===== src/rtl/mem_pkg.sv =====
// Shared types and constants for the word-organised scratch memory.
// Includes the FSM state type, sizing helpers and the internal response codes.
package mem_pkg;

  typedef enum logic {INIT, IDLE} state_t;

  localparam int unsigned RESP_W = 2;
  localparam logic [RESP_W-1:0] RESP_NONE  = 2'd0;
  localparam logic [RESP_W-1:0] RESP_WRITE = 2'd1;
  localparam logic [RESP_W-1:0] RESP_READ  = 2'd2;
  localparam logic [RESP_W-1:0] RESP_ERR   = 2'd3;

  function automatic int unsigned clog2(input int unsigned v);
    int unsigned r;
    r = 0;
    while ((32'd1 << r) < v) r = r + 1;
    return r;
  endfunction

  // Byte-offset bits inside one word.
  function automatic int unsigned off_w(input int unsigned data_w);
    return clog2(data_w / 8);
  endfunction

  // Word count covering the whole byte-address space.
  function automatic int unsigned depth(input int unsigned data_w, input int unsigned addr_w);
    return 32'd1 << (addr_w - off_w(data_w));
  endfunction

endpackage


===== src/rtl/mem_word_array.sv =====
// DEPTH x DATA_W storage: one byte-enabled synchronous write port and one
// synchronous read port whose output register can be cleared.
module mem_word_array #(
  parameter int unsigned DATA_W = 32,
  parameter int unsigned IDX_W  = 2
) (
  input  logic                  clk,
  input  logic                  rst_n,
  input  logic                  we,
  input  logic [IDX_W-1:0]      waddr,
  input  logic [DATA_W/8-1:0]   be,
  input  logic [DATA_W-1:0]     wdata,
  input  logic                  re,
  input  logic                  clr,
  input  logic [IDX_W-1:0]      raddr,
  output logic [DATA_W-1:0]     rdata
);

  localparam int unsigned NB    = DATA_W / 8;
  localparam int unsigned DEPTH = 32'd1 << IDX_W;

  logic [DATA_W-1:0] mem [DEPTH];

  // Storage has no reset; the controller clears it word by word instead.
  always_ff @(posedge clk) begin
    if (we) begin
      for (int unsigned i = 0; i < NB; i++) begin
        if (be[i]) mem[waddr][8*i +: 8] <= wdata[8*i +: 8];
      end
    end
  end

  always_ff @(posedge clk or negedge rst_n) begin
    if (!rst_n)   rdata <= '0;
    else if (clr) rdata <= '0;
    else if (re)  rdata <= mem[raddr];
  end

endmodule


===== src/rtl/mem_word_ctrl.sv =====
// Word-organised scratch memory: post-reset clearing, request checking and
// registered read/error responses around a byte-enabled word array.
module mem_word_ctrl
  import mem_pkg::*;
#(
  parameter int unsigned DATA_W = 32,
  parameter int unsigned ADDR_W = 4
) (
  input  logic                Clk,
  input  logic                rst_n,
  input  logic                wr,
  input  logic                rd,
  input  logic [ADDR_W-1:0]   in_add,
  input  logic [DATA_W/8-1:0] byte_en,
  input  logic [DATA_W-1:0]   data_in,
  output logic [DATA_W-1:0]   data_out,
  output logic                valid,
  output logic                err,
  output logic                ready
);

  localparam int unsigned NB    = DATA_W / 8;
  localparam int unsigned OFF_W = off_w(DATA_W);
  localparam int unsigned DEPTH = depth(DATA_W, ADDR_W);
  localparam int unsigned IDX_W = ADDR_W - OFF_W;

  state_t              state;
  logic [IDX_W-1:0]    cnt;

  logic [RESP_W-1:0]   resp_c;
  logic                mis_c;
  logic                clr_c;
  logic [IDX_W-1:0]    idx_c;
  logic                arr_we_c;
  logic [IDX_W-1:0]    arr_waddr_c;
  logic [NB-1:0]       arr_be_c;
  logic [DATA_W-1:0]   arr_wdata_c;

  assign mis_c = |(in_add & ADDR_W'(NB - 1));
  assign idx_c = in_add[ADDR_W-1:OFF_W];

  // Request classification; conflict beats misalignment, write beats read.
  always_comb begin
    resp_c = RESP_NONE;
    clr_c  = 1'b0;
    if (state == IDLE && (wr || rd)) begin
      if (wr && rd) begin
        resp_c = RESP_ERR;
      end else if (mis_c) begin
        resp_c = RESP_ERR;
        clr_c  = 1'b1;
      end else if (wr) begin
        resp_c = RESP_WRITE;
      end else begin
        resp_c = RESP_READ;
      end
    end
  end

  // Write port is shared between the clearing sweep and accepted writes.
  always_comb begin
    arr_we_c    = 1'b0;
    arr_waddr_c = idx_c;
    arr_be_c    = byte_en;
    arr_wdata_c = data_in;
    if (state == INIT) begin
      arr_we_c    = 1'b1;
      arr_waddr_c = cnt;
      arr_be_c    = '1;
      arr_wdata_c = '0;
    end else if (resp_c == RESP_WRITE) begin
      arr_we_c = 1'b1;
    end
  end

  always_ff @(posedge Clk or negedge rst_n) begin
    if (!rst_n) begin
      state <= INIT;
      cnt   <= '0;
      valid <= 1'b0;
      err   <= 1'b0;
      ready <= 1'b0;
    end else begin
      valid <= (resp_c == RESP_READ);
      err   <= (resp_c == RESP_ERR);
      case (state)
        INIT: begin
          cnt <= cnt + IDX_W'(1);
          if (cnt == IDX_W'(DEPTH - 1)) begin
            state <= IDLE;
            ready <= 1'b1;
          end
        end
        IDLE: begin
          ready <= 1'b1;
        end
        default: begin
          state <= INIT;
          ready <= 1'b0;
        end
      endcase
    end
  end

  mem_word_array #(
    .DATA_W (DATA_W),
    .IDX_W  (IDX_W)
  ) u_array (
    .clk   (Clk),
    .rst_n (rst_n),
    .we    (arr_we_c),
    .waddr (arr_waddr_c),
    .be    (arr_be_c),
    .wdata (arr_wdata_c),
    .re    (resp_c == RESP_READ),
    .clr   (clr_c),
    .raddr (idx_c),
    .rdata (data_out)
  );

endmodule

===== config.mk =====
export PLATFORM = sky130hd
export DESIGN_NAME = mem_word_ctrl
export DESIGN_NICKNAME = d
export VERILOG_FILES = /design/src/rtl/mem_pkg.sv /design/src/rtl/mem_word_array.sv /design/src/rtl/mem_word_ctrl.sv
export SDC_FILE = /design/constraint.sdc
export NUM_CORES = 1
export LEC_CHECK = 0
export CAP_MARGIN = 10
export CELL_PAD_IN_SITES_DETAIL_PLACEMENT = 0
export CELL_PAD_IN_SITES_GLOBAL_PLACEMENT = 1
export CORE_ASPECT_RATIO = 0.8
export CORE_MARGIN = 2
export CORE_UTILIZATION = 50
export CTS_BUF_LIST = sky130_fd_sc_hd__clkbuf_16
export DETAILED_ROUTE_END_ITERATION = 10
export DONT_BUFFER_PORTS = 1
export PLACE_DENSITY = 0.77
export SYNTH_ARGS = -nofsm -noshare
export SYNTH_HDL_FRONTEND = slang
export SYNTH_SLANG_ARGS = --single-unit

===== constraint.sdc =====
create_clock -name Clk -period 3.94 [get_ports Clk]
set_input_delay 0.788 -clock Clk [delete_from_list [all_inputs] [get_ports Clk]]
set_output_delay 0.788 -clock Clk [all_outputs]
set_load 0.02 [all_outputs]

# Word level (Yosys, flattened, before mapping)
# Memory sizes are Yosys's and may differ from the RTL's.
# Index checks and enable logic that the tools add are counted.
[classes]
n_addsub = 1
bitwise_logic = 1
n_eq_ne = 5
reduce_logical = 5
n_mux = 30
[op_table]
columns = ["operator", "count"]
rows = [
  ["32-bit 2-to-1 mux", 3],
  ["1-bit 2-to-1 mux", 20],
  ["2-bit 2-to-1 mux", 5],
  ["2-bit == test (second input constant)", 3],
  ["4-bit 2-to-1 mux", 1],
  ["2-bit by 1-bit adder with 2-bit output (second input constant)", 1],
  ["2-bit by 1-bit == test with 1-bit output (second input constant)", 1],
  ["1-bit logical AND", 2],
  ["2-bit by 1-bit inequality test with 1-bit output (second input constant)", 1],
  ["1-bit one-hot mux with 2 select lines", 1],
  ["2-bit nonzero test", 1],
  ["2-bit OR reduction", 1],
  ["1-bit logical OR", 1],
  ["1-bit inverter", 1],
]
[word_totals]
ff_bits = 38
out_inout_bits = 35
ramBits = 128
memories = 1
[memory_table]
columns = ["name", "words", "width", "read_ports", "rd_clocked_by_memory_dff", "wr", "line_no", "rtl"]
rows = [
  ["u_array.mem", 4, 32, 1, 0, 1, "mem_word_array.sv:22", "logic [DATA_W-1:0] mem [DEPTH];"],
]

# Depth between registers and ports, before layout
[logic_depth]
word_depth = 9
ltp_mapped = 5
depth_no_buf = 4

# By module
# Synthesis repeated with hierarchy kept, for this count alone.
[hier_totals]
hier_cells = 397
area_unflattened_um2 = 6817.8
[by_module_without_submodules]
columns = ["module", "cells_per_inst", "seq_area_each_um2", "area_per_inst_um2", "instances"]
rows = [
  ["mem_word_array", 333, 4644.5, 6266.0, 1],
  ["mem_word_ctrl", 64, 150.1, 551.8, 1],
]

# Least setup slack after synthesis
# OpenSTA, ideal clock, no wires.
[synth_path]
kind = "input to register"
start = "input port rd"
end = "memory u_array.mem[0][0], enable pin"
path_buffers = 0
path_stages = 4
slack_ns = 1.816
setup_ns = 0.370
arrival_time_ns = 1.754
path_cell_list = "nand2b_1 nor3_1 a21boi_0 nor2_1"
[synth_via]
elab_chain_cells = 8
elab_cells_between_ends = 10
cone_classes = "eq/ne (1); mux (6); reduce/logical (3)"
[synth_rtl]
columns = ["element", "line_no", "rtl"]
rows = [
  ["from (decl)", "mem_word_ctrl.sv:12", "input logic rd,"],
  ["1-bit logical AND / 1-bit logical OR (equally long branches)", "mem_word_ctrl.sv:47, mem_word_ctrl.sv:46", ""],
  ["2-bit 2-to-1 mux / 1-bit logical AND (equally long branches)", "mem_word_ctrl.sv:47, mem_word_ctrl.sv:46", ""],
  ["2-bit 2-to-1 mux *", "mem_word_ctrl.sv:46", "if (state == IDLE && (wr || rd)) begin"],
  ["2-bit by 1-bit == test with 1-bit output *", "mem_word_ctrl.sv:71", "end else if (resp_c == RESP_WRITE) begin"],
  ["1-bit 2-to-1 mux *", "mem_word_ctrl.sv:71", ""],
  ["1-bit 2-to-1 mux *", "mem_word_ctrl.sv:66", "if (state == INIT) begin"],
  ["1-bit 2-to-1 mux *", "mem_word_array.sv:26", "if (we) begin"],
  ["1-bit 2-to-1 mux (implied by the code) *", "mem_word_array.sv:28", "if (be[i]) mem[waddr][8*i +: 8] <= wdata[8*i +: 8];"],
  ["to (decl)", "mem_word_array.sv:22", ""],
]
# Mark *: on every way between the ends. The rest lies on a longest branch, timed or not.

# Worst setup path after layout
[layout_path]
start = "register state"
end = "memory u_array.mem[3][29], enable pin"
[layout_via]
elab_chain_cells = 7
elab_cells_between_ends = 10
cone_classes = "eq/ne (1); mux (8); reduce/logical (1)"
[layout_rtl]
columns = ["element", "line_no", "rtl"]
rows = [
  ["from (decl)", "mem_word_ctrl.sv:27", "state_t state;"],
  ["from (signal assigned)", "mem_word_ctrl.sv:78", "state <= INIT;"],
  ["from (signal assigned)", "mem_word_ctrl.sv:90", "state <= IDLE;"],
  ["from (signal assigned)", "mem_word_ctrl.sv:98", "state <= INIT;"],
  ["1-bit logical AND", "mem_word_ctrl.sv:46", ""],
  ["2-bit 2-to-1 mux", "mem_word_ctrl.sv:46", ""],
  ["2-bit by 1-bit == test with 1-bit output", "mem_word_ctrl.sv:71", ""],
  ["1-bit 2-to-1 mux", "mem_word_ctrl.sv:71", ""],
  ["1-bit 2-to-1 mux", "mem_word_ctrl.sv:66", ""],
  ["1-bit 2-to-1 mux", "mem_word_array.sv:26", ""],
  ["1-bit 2-to-1 mux (implied by the code)", "mem_word_array.sv:28", ""],
]
# Parallel ways exist; a longest one is shown, timed or not.

==> flow_metrics.py <==
metrics = {
    "outcome": {
        "run_status": "completed",
    },
    "timing": {
        "fin_tns_setup_ns": 0,
        "setup_viol": 0,
        "slew_viol_final": 0,
        "finalCritPeriodShare_pct": 57.8,
        "period_minus_slack_ns": 2.28,
        "clock.fmax_mhz": 439,
        "finalHoldViolations": 0,
        "tightest_slew_ns": 0.762,
        "fin_ws_ns": 1.66,
        "skew_ns": 0.00758,
        "maxSlewHeadroom_pct": 49.0,
        "rsz0062_at_grt": "no",
    },
    "setup_path": {
        "crit_family": "flip-flops",
        "crit_start": "state",
        "rrSetupSlack_ns": 1.66,
        "reg2reg_depth": 4,
        "r2r-start": "state",
        "path_class": "flop to flop",
        "end_kind": "flop",
        "required_ns": 4.05,
        "path_max_fanout": 31,
        "reg2reg_to": "u_array.mem[3][29]",
        "critPathBufInv": 1,
        "endpoint": "u_array.mem[3][29]",
        "crit_cells": 4,
        "crit_path_frequent_cell": "nor2_1",
        "arrival_ns": 2.39,
        "crit_slowest_cell": "dfrtp_1",
        "crit_path_start_kind": "flop",
        "crit_path_cell_trace": "buf_4 > nor2_1 > a31oi_1 > nor2_1",
        "critPathMaxStageDelay_ns": 0.72,
    },
    "placement": {
        "place_area_mm2": 0.00650,
        "dp_hpwl_mm": 7.33,
        "port_buffers": 0,
        "gp_congestion": 0.744,
        "dp_worst_setup_slack_ns": 1.24,
    },
    "synthesis": {
        "ys_ff_latch": 166,
        "async_flop_share_pct": 22.9,
        "ys_top_cells_by_count": "edfxtp_1, dfrtp_1, a22o_1, and2_1, mux4_2",
        "syn_avg_cell_area_um2": 19.5,
        "synth_area_leader_cell": "edfxtp_1",
        "yosysUniqueCellTypes": 28,
        "synthFlopType": "edfxtp_1",
        "synth_most_common_cell": "edfxtp_1",
        "synthTopCellsByArea": "edfxtp_1, dfrtp_1, mux4_2, a22o_1, and2_1",
        "seq_area_frac_synth_pct": 74.9,
        "yosysWarningCount": 0,
        "syn-cell-area_mm2": 0.00640,
        "synth.net_count": 373,
        "syn_inst": 328,
        "synth_edf_count": 128,
        "synth_top_area_share_pct": 60.0,
    },
    "grt": {
        "antenna_found_initial": 0,
        "grt_overflow": 0,
        "grtUsageMet3_pct": 7.92,
        "grtUsageMet2_pct": 27.9,
        "grt_pass1_vias": 3173,
        "use_met1_pct": 24.6,
        "busiest_layer": "met2",
        "grt_pass1_wl_mm": 17.9,
        "grt_max_degree": 39,
        "grt_usage_pct": 18.3,
    },
    "drt": {
        "vias_per_cell": 5.77,
        "wirelength_mm": 11.6,
        "wl_per_cell_um": 22.6,
        "drtPass1Iterations": 4,
        "routed-via-count": 2967,
        "ant_nets": 0,
        "dr.first_iter.drc_count": 261,
        "drc": 0,
    },
    "final_layout": {
        "final_nets": 375,
        "utilization_pct": 57.4,
        "diodes": 0,
        "final_area_mm2": 0.00708,
        "areaGrowthSynthToFinish_pct": 10.6,
        "drive_above_1_share_pct": 16.9,
        "nFillCells": 970,
    },
    "pwr": {
        "ir_worst_vdd_uv": 339,
        "powerDensity_mw_per_mm2": 518,
        "p_leak_nw": 2.48,
        "total_power_mw": 3.67,
    },
    "worst_hold_path": {
        "hold_class": "input pin to async pin",
    },
    "cts": {
        "clock_latency_ns": 0.42,
        "post_cts_buffers": 0,
        "cts_root_buffer": "clkbuf_16",
        "clockBufferDepth": 2,
        "post_cts_resized": 0,
        "cts.sinks": 166,
        "clkTransAtPathRegs_ns": 0.06,
        "htreeDepth": 4,
        "hold_buffers": 0,
        "cts_buffers": 17,
        "cts_tree": "yes",
    },
    "run": {
        "maxCapViolCount": 0,
    },
    "floorplanning": {
        "placementRows": 36,
        "die_h_um": 105,
        "dieArea_mm2": 0.0137,
        "io_pins": 79,
        "die_x_um": 131,
        "initial_utilization_pct": 51.9,
        "core_area_mm2": 0.0123,
    },
}
==> worst min-delay path by stage <==
stage	to	depth (start not counted)	slack, ns	from
2_1_floorplan	cnt[0]	0	0.49	rst_n
3_3_place_gp	u_array.rdata[13]	0	0.49	rst_n
3_5_place_dp	u_array.rdata[13]	0	0.49	rst_n
4_1_cts	u_array.rdata[4]	0	0.04	rst_n
5_1_grt	err	0	0.03	rst_n
6_report	err	0	0.06	rst_n
==> cell usage in the layout, fill, tap and decap left out, types with 2 or more instances in the layout <==
| master | Yosys | routed |
|---|---|---|
| bufinv_16 | 0 | 3 |
| nand2_1 | 2 | 2 |
| clkbuf_16 | 0 | 17 |
| mux4_1 | 5 | 5 |
| and2_1 | 32 | 32 |
| edfxtp_1 | 128 | 128 |
| nand2b_1 | 2 | 2 |
| inv_1 | 2 | 7 |
| a31oi_1 | 3 | 3 |
| mux4_2 | 27 | 27 |
| o21ai_0 | 2 | 2 |
| clkinv_4 | 0 | 2 |
| a22o_1 | 32 | 32 |
| nor3_1 | 2 | 2 |
| dfrtp_1 | 38 | 38 |
| buf_4 | 0 | 3 |
| clkinv_2 | 0 | 4 |
| nor2_1 | 19 | 19 |
| a21boi_0 | 5 | 5 |
==> flip-flops by register name (all words and copies together) (netlist names) <==
| signal | cells |
|---|---|
| u_array.mem | 128 |
| u_array.rdata | 32 |
| cnt | 2 |
| err | 1 |
| ready | 1 |
| state | 1 |
| valid | 1 |
==> cell families after synthesis <==
| logic type | count (synthesis) | share of synthesized area (%) |
|---|---|---|
| flip-flops | 166 | 74.9 |
| AND/OR/NAND/NOR | 61 | 5.18 |
| AO/OA/AOI/OAI | 44 | 5.67 |
| multiplexers | 33 | 11.7 |
| buffers and inverters | 22 | 2.21 |
| XOR/XNOR | 1 | 0.137 |
| adder cells (fa/ha/maj) | 1 | 0.195 |
==> cell type report <==
cell class / count / area (um2) / share of cell area [%]
clock buffer: 17 / 425 / 6.01
clock inverter: 15 / 150 / 2.12
tap: 171 / 214 / 3.02
multi-input combinational: 140 / 1470 / 20.7
timing repair buffer: 3 / 22.5 / 0.318
inverter: 2 / 7.51 / 0.106
sequential: 166 / 4790 / 67.7
==> per-stage QoR <==
stage                     hold WS (ns)  std cells
final                           0.0611        514
after global routing            0.0349        514
after CTS                       0.0446        514
after detailed placement         0.493        482
after global placement           0.493        482
after floorplan                  0.492        328
==> where the power goes <==
part	switching [mW]	internal [mW]
registers	0.0355	1.91
clock network	0.637	0.978
logic	0.0511	0.0541
==> per-layer routing <==
layer	vias up	routed length (um)	share of wire (%)
met5	-	0	0
met2	113	5450	47
met4	0	114	0.98
li1	1312	-	-
met3	11	1030	8.9
met1	1531	5010	43
Power figures use the tool's default switching activity.
